$ cat config.mk
export PLATFORM = sky130hd
export DESIGN_NAME = neuraedge_noc_packetizer_flat
export DESIGN_NICKNAME = d
export VERILOG_FILES = /design/src/rtl/neuraedge_noc_packetizer_if.sv /design/src/rtl/neuraedge_noc_packetizer.sv /design/src/flat_wrapper.sv
export SDC_FILE = /design/constraint.sdc
export NUM_CORES = 1
export LEC_CHECK = 0
export CAP_MARGIN = 0
export CELL_PAD_IN_SITES_DETAIL_PLACEMENT = 2
export CELL_PAD_IN_SITES_GLOBAL_PLACEMENT = 2
export CORE_AREA = 2 2 117 119
export CTS_CLUSTER_SIZE = 16
export DETAILED_ROUTE_END_ITERATION = 6
export DIE_AREA = 0 0 119 121
export PLACE_DENSITY_LB_ADDON = 0.1
export SETUP_SLACK_MARGIN = 0.3
export SKIP_LAST_GASP = 1
export SLEW_MARGIN = 30
export SYNTH_ARGS = -nofsm -noshare
export SYNTH_HDL_FRONTEND = slang
export SYNTH_SLANG_ARGS = --single-unit
$ cat constraint.sdc
create_clock -name clk -period 3.37 [get_ports clk]
set_input_delay 0.674 -clock clk [delete_from_list [all_inputs] [get_ports clk]]
set_output_delay 0.674 -clock clk [all_outputs]
set_load 0.01 [all_outputs]
$ cat src/rtl/neuraedge_noc_packetizer_if.sv
`default_nettype none
// neuraedge_noc_packetizer_if: command, payload and flit-link signals of the tile injection endpoint.
// master = packetizer side, slave = command/data producer plus router local port.
interface neuraedge_noc_packetizer_if #(
    parameter int NOC_FLIT_WIDTH = 64,
    parameter int DATA_W         = 32,
    parameter int COORD_W        = 4,
    parameter int LEN_W          = 8
);
    logic                      cmd_valid;
    logic                      cmd_ready;
    logic [COORD_W-1:0]        cmd_dst_x;
    logic [COORD_W-1:0]        cmd_dst_y;
    logic [LEN_W-1:0]          cmd_len;
    logic                      data_valid;
    logic                      data_ready;
    logic [DATA_W-1:0]         data_in;
    logic [NOC_FLIT_WIDTH-1:0] flit_out;
    logic                      valid_out;
    logic                      ready_in;
    logic                      busy;

    modport master (
        input  cmd_valid, cmd_dst_x, cmd_dst_y, cmd_len,
        input  data_valid, data_in,
        input  ready_in,
        output cmd_ready, data_ready, flit_out, valid_out, busy
    );

    modport slave (
        output cmd_valid, cmd_dst_x, cmd_dst_y, cmd_len,
        output data_valid, data_in,
        output ready_in,
        input  cmd_ready, data_ready, flit_out, valid_out, busy
    );
endinterface
`default_nettype wire

$ cat src/rtl/neuraedge_noc_packetizer.sv
`default_nettype none
// neuraedge_noc_packetizer: turns a (dst, len) command plus PE result words into
// HEAD/BODY.../TAIL flits through a single registered valid/ready output stage.
module neuraedge_noc_packetizer #(
    parameter int NOC_FLIT_WIDTH = 64,
    parameter int DATA_W         = 32,
    parameter int COORD_W        = 4,
    parameter int LEN_W          = 8,
    parameter int SRC_X          = 0,
    parameter int SRC_Y          = 0
) (
    input wire clk,
    input wire rst_n,
    neuraedge_noc_packetizer_if.master bus
);
    localparam logic [0:0] S_IDLE = 1'b0;
    localparam logic [0:0] S_BODY = 1'b1;

    localparam logic [1:0] TYPE_BODY   = 2'b00;
    localparam logic [1:0] TYPE_HEAD   = 2'b01;
    localparam logic [1:0] TYPE_TAIL   = 2'b10;
    localparam logic [1:0] TYPE_SINGLE = 2'b11;

    localparam int HEAD_BITS = 2 + 4*COORD_W + LEN_W;
    localparam int HEAD_PAD  = NOC_FLIT_WIDTH - HEAD_BITS;

    localparam logic [COORD_W-1:0] SRC_X_C = COORD_W'(SRC_X);
    localparam logic [COORD_W-1:0] SRC_Y_C = COORD_W'(SRC_Y);

    logic [0:0]                state_q, state_d;
    logic [LEN_W-1:0]          len_q, len_d;
    logic [LEN_W-1:0]          count_q, count_d;
    logic                      valid_q, valid_d;
    logic [NOC_FLIT_WIDTH-1:0] flit_q, flit_d;

    logic                      load_en;
    logic                      cmd_hs;
    logic                      data_hs;
    logic                      last_word;
    logic [HEAD_BITS-1:0]      head_fields;
    logic [NOC_FLIT_WIDTH-1:0] head_flit;
    logic [NOC_FLIT_WIDTH-1:0] body_flit;

    // Output register may only change when empty or being drained this cycle.
    assign load_en = !valid_q || bus.ready_in;

    assign bus.cmd_ready  = rst_n && (state_q == S_IDLE) && load_en;
    assign bus.data_ready = (state_q == S_BODY) && load_en;

    assign cmd_hs    = bus.cmd_valid && bus.cmd_ready;
    assign data_hs   = bus.data_valid && bus.data_ready;
    assign last_word = (count_q == len_q - LEN_W'(1));

    assign head_fields = {(bus.cmd_len == '0) ? TYPE_SINGLE : TYPE_HEAD,
                          bus.cmd_dst_x, bus.cmd_dst_y, SRC_X_C, SRC_Y_C, bus.cmd_len};
    // Shift rather than concatenate a zero pad so a flit exactly HEAD_BITS wide still elaborates.
    assign head_flit = NOC_FLIT_WIDTH'(head_fields) << HEAD_PAD;

    always_comb begin
        body_flit = '0;
        body_flit[NOC_FLIT_WIDTH-1 -: 2] = last_word ? TYPE_TAIL : TYPE_BODY;
        body_flit[DATA_W-1:0]            = bus.data_in;
    end

    always_comb begin
        state_d = state_q;
        len_d   = len_q;
        count_d = count_q;
        valid_d = valid_q;
        flit_d  = flit_q;
        if (load_en) begin
            valid_d = 1'b0;
        end
        case (state_q)
            S_IDLE: begin
                if (cmd_hs) begin
                    len_d   = bus.cmd_len;
                    count_d = '0;
                    flit_d  = head_flit;
                    valid_d = 1'b1;
                    state_d = (bus.cmd_len != '0) ? S_BODY : S_IDLE;
                end
            end
            S_BODY: begin
                if (data_hs) begin
                    flit_d  = body_flit;
                    valid_d = 1'b1;
                    count_d = count_q + LEN_W'(1);
                    if (last_word) begin
                        state_d = S_IDLE;
                    end
                end
            end
            default: state_d = S_IDLE;
        endcase
    end

    always_ff @(posedge clk or negedge rst_n) begin
        if (!rst_n) begin
            state_q <= S_IDLE;
            len_q   <= '0;
            count_q <= '0;
            valid_q <= 1'b0;
            flit_q  <= '0;
        end else begin
            state_q <= state_d;
            len_q   <= len_d;
            count_q <= count_d;
            valid_q <= valid_d;
            flit_q  <= flit_d;
        end
    end

    assign bus.flit_out  = flit_q;
    assign bus.valid_out = valid_q;
    assign bus.busy      = (state_q != S_IDLE) || valid_q;
endmodule
`default_nettype wire

$ cat src/flat_wrapper.sv
// flat-port wrapper written by rule: the top's interface ports become plain ports
module neuraedge_noc_packetizer_flat 
#(
    parameter int NOC_FLIT_WIDTH = 64,
    parameter int DATA_W         = 32,
    parameter int COORD_W        = 4,
    parameter int LEN_W          = 8,
    parameter int SRC_X          = 0,
    parameter int SRC_Y          = 0
)
  (clk, rst_n, bus_cmd_valid, bus_cmd_dst_x, bus_cmd_dst_y, bus_cmd_len, bus_data_valid, bus_data_in, bus_ready_in, bus_cmd_ready, bus_data_ready, bus_flit_out, bus_valid_out, bus_busy);
  neuraedge_noc_packetizer_if #(.NOC_FLIT_WIDTH(NOC_FLIT_WIDTH), .DATA_W(DATA_W), .COORD_W(COORD_W), .LEN_W(LEN_W)) bus_i ();
  input wire clk;
  input wire rst_n;
  input wire logic [$bits(bus_i.cmd_valid)-1:0] bus_cmd_valid;
  input wire logic [$bits(bus_i.cmd_dst_x)-1:0] bus_cmd_dst_x;
  input wire logic [$bits(bus_i.cmd_dst_y)-1:0] bus_cmd_dst_y;
  input wire logic [$bits(bus_i.cmd_len)-1:0] bus_cmd_len;
  input wire logic [$bits(bus_i.data_valid)-1:0] bus_data_valid;
  input wire logic [$bits(bus_i.data_in)-1:0] bus_data_in;
  input wire logic [$bits(bus_i.ready_in)-1:0] bus_ready_in;
  output wire logic [$bits(bus_i.cmd_ready)-1:0] bus_cmd_ready;
  output wire logic [$bits(bus_i.data_ready)-1:0] bus_data_ready;
  output wire logic [$bits(bus_i.flit_out)-1:0] bus_flit_out;
  output wire logic [$bits(bus_i.valid_out)-1:0] bus_valid_out;
  output wire logic [$bits(bus_i.busy)-1:0] bus_busy;
  assign bus_i.cmd_valid = bus_cmd_valid;
  assign bus_i.cmd_dst_x = bus_cmd_dst_x;
  assign bus_i.cmd_dst_y = bus_cmd_dst_y;
  assign bus_i.cmd_len = bus_cmd_len;
  assign bus_i.data_valid = bus_data_valid;
  assign bus_i.data_in = bus_data_in;
  assign bus_i.ready_in = bus_ready_in;
  assign bus_cmd_ready = bus_i.cmd_ready;
  assign bus_data_ready = bus_i.data_ready;
  assign bus_flit_out = bus_i.flit_out;
  assign bus_valid_out = bus_i.valid_out;
  assign bus_busy = bus_i.busy;
  neuraedge_noc_packetizer #(.NOC_FLIT_WIDTH(NOC_FLIT_WIDTH), .DATA_W(DATA_W), .COORD_W(COORD_W), .LEN_W(LEN_W), .SRC_X(SRC_X), .SRC_Y(SRC_Y)) u_core (.clk(clk), .rst_n(rst_n), .bus(bus_i));
endmodule
==> summary.md <==
| Metric | Value |
|---|---|
| Slowest-stage cell, CP | `clkdlybuf4s50_1` |
| CP peak stage delay | `0.58 ns` |
| CORE AREA | `13,100 um^2` |
| Clock Root Buffer | `clkbuf_16` |
| Crit end category | `primary output` |
| DR iter-0 viols | `103` |
| Final Critical Period | `2.83 ns` |
| Nets | `490` |
| HP Start | `u_core.bus.flit_out[29]` |
| GRT Overall Usage | `14.7%` |
| R2R depth | `5` |
| Chip Width | `119 um` |
| Post-CTS Hold Fix Bufs | `0` |
| Max Slew Vio Count | `0` |
| Main synth FF type | `dfrtp_1` |
| Share of cells above drive strength 1 | `8.66%` |
| CP startpoint | `bus_ready_in` |
| Fin. Hold Viols | `0` |
| Startpoint Class | `primary input` |
| GRT Residual Overflow | `0` |
| Worst IR Drop VDD | `0.212 mV` |
| # clock sinks | `68` |
| First-pass GRT wire length | `16,500 um` |
| Area of the multi-input gates | `1340 um^2` |
| Highest net fanout along the worst path | `4` |
| # DRC | `0` |
| Headroom to the max-slew limit | `56.1%` |
| Critical path class | `in -> out` |
| Vias in the first global route | `3,143` |
| WL/cell | `15.9 um` |
| Site Rows | `42` |
| Setup slack after layout | `0.538 ns` |
| Vias per inst | `4.44` |
| Worst path top cell family by delay | `buffers and inverters` |
| EDFF count, synth | `0` |
| Hold path depth | `2` |
| Largest net degree at the start of global routing | `69` |
| Cts repair resizes | `0` |
| Dominant cell type by count on the critical path | `clkdlybuf4s50_1` |
| Tot Pwr | `3.73 mW` |
| Total number of vias | `2,731` |
| Final hold slack | `0.466 ns` |
| Worst Skew | `0.00644 ns` |
| CTS Buf Count | `9` |
| Setup Fix Bufs, Post-CTS | `0` |
| Fill count | `1,441` |
| FF-to-FF setup slack | `1.16 ns` |
| TNS Setup | `0 ns` |
| Routed wire length | `9790 um` |
| Post-synth cell types | `43` |
| Finished Layout Cells | `615` |
| Storage cell area | `1700 um^2` |
| Power per cell area | `799 nW/um^2` |
| Longest Clk Path Bufs | `2` |
| Gpl congestion | `0.684` |
| #FFs+latches synth | `68` |
| Crit-path cells | `clkdlybuf4s50_1 -> and2b_4 -> nor3b_2 -> clkdlybuf4s50_1` |
| Worst r2r src | `u_core.state_q` |
| Leakage power total | `2.12 nW` |
| Synthesis Warnings | `0` |
| Area growth, synth to finish | `45.7%` |
| Outcome | `completed` |
| Tightest Pin Transition | `0.658 ns` |
| Initial antenna violation count | `0` |
| Area share of the largest cell type after synthesis | `53.1%` |
| Crit path DAT | `2.16 ns` |
| Final antenna-violating net count | `0` |
| WP depth | `4` |
| CTS tree | `built` |
| Avg Inst Size Synth | `9.68 um^2` |
| Area contributors post-synth | `dfrtp_1, nand2_1, nand3_1, buf_4, mux2_4` |
| RSZ-0062 raised after global routing | `no` |
| FMAX | `353 MHz` |
| Final cycle utilization of the critical path | `84.0%` |
| Clk pin slew, worst setup/hold paths | `0.05 ns` |
| Hpwl dp | `6860 um` |
| Dpl cells | `600` |
| Die area | `14,400 um^2` |
| Drt first pass iters | `3` |
| Starting Density | `24.5%` |
| Hold Crit Class | `reg -> reg` |
| Post-synthesis sequential area ratio | `53.1%` |
| IO buf count | `106` |
| Final setup fails | `0` |
| Max cap viols | `0` |
| Syn Inst Count | `331` |
| Die height | `121 um` |
| I/O pin total | `121` |
| Critical path data required time | `2.70 ns` |
| Asr flop ratio synth | `100%` |
| Commonest non-fill, non-tap cell in the layout | `clkdlybuf4s50_1` |
| Most frequent cells in the layout | `clkdlybuf4s50_1, nand2_1, dfrtp_1, nand3_1, conb_1` |
| H-tree depth | `3` |
| Worst skew pair latency | `0.34 ns` |
| Cell taking the most area after synthesis | `dfrtp_1` |
| ANT cells | `0` |
| Cell Area, Synth | `3200 um^2` |
| DP Worst Slack | `0.539 ns` |
| WP buf/inv | `2` |
sequential cells by signal (all words and copies together), names as in the netlist:
| signal | count |
|---|---|
| u_core.state_q | 1 |
| u_core.bus.flit_out | 50 |
| u_core.count_q | 8 |
| u_core.len_q | 8 |
| u_core.bus.valid_out | 1 |
cells by family (layout without fill, tap and decap cells):
group / count (synthesis) / count (layout) / synth area share [%]
multiplexers: 6 / 6 / 2.81
flip-flops: 68 / 68 / 53.1
buffers and inverters: 37 / 132 / 6.84
adder cells (fa/ha/maj): 2 / 2 / 0.781
XOR/XNOR: 15 / 15 / 4.10
other: 1 / 14 / 0.117
AND/OR/NAND/NOR: 169 / 169 / 24.4
AO/OA/AOI/OAI: 33 / 33 / 7.81
final cells by class:
class	count	area share [%]
repair buffers	113	23.9
clock buffers	11	5.41
well taps	176	4.72
clock inverters	4	0.536
multi-input cells	239	28.7
flip-flops and latches	68	36.5
inverters	4	0.322
synthesized netlist by cell type (2+ instances only):
cell,n
nor4_1,2
o21ai_1,11
a21oi_1,5
and3_1,2
xor2_1,7
xnor2_1,8
buf_6,2
nand2_1,96
a22o_1,6
dfrtp_1,68
inv_1,4
nand3_1,36
nor2_1,12
nand2b_1,4
nor3_1,4
and2_1,2
nand4_1,3
buf_2,9
mux2_4,6
ha_1,2
buf_4,14
clkbuf_1,7
final timing paths:
| path | end |
|---|---|
| max | bus_cmd_ready |
| min | u_core.bus.flit_out[29] |
| max reg2reg | u_core.bus.flit_out[12] |
| min reg2reg | u_core.bus.flit_out[29] |
| max in group asynchronous | u_core.bus.flit_out[28] |
| min in group asynchronous | u_core.bus.flit_out[39] |
where the power goes:
group	total (mW)	internal [mW]	switching [mW]
Combinational	1.46	0.774	0.689
Clock	0.888	0.531	0.357
Sequential	1.38	1.11	0.269
Total	3.73	2.42	1.31
metrics by stage:
step / utilization, % / cell area [um^2]
after global placement: 33.5 / 4390
after detailed placement: 33.5 / 4390
after floorplan: - / 3250
after global routing: 35.7 / 4670
after CTS: 35.6 / 4660
final: 35.7 / 4670
layer usage:
| metal | share of wire [%] | up-vias | global-route usage, % |
|---|---|---|---|
| met5 | 0 | - | 0 |
| met4 | 1.9 | 0 | 6.85 |
| met3 | 6.6 | 13 | 4.79 |
| met2 | 50 | 70 | 24.6 |
| met1 | 42 | 1369 | 17.1 |
| li1 | - | 1279 | - |
worst reg2reg max path, cell delays in order, from the launching register on:
cell,delay [ns]
dfrtp_1,0.75
nand2_1,0.33
a21oi_4,0.50
buf_4,0.36
nand3_1,0.12
nand2_1,0.08
Note: power is estimated with default switching activity, not from simulation.
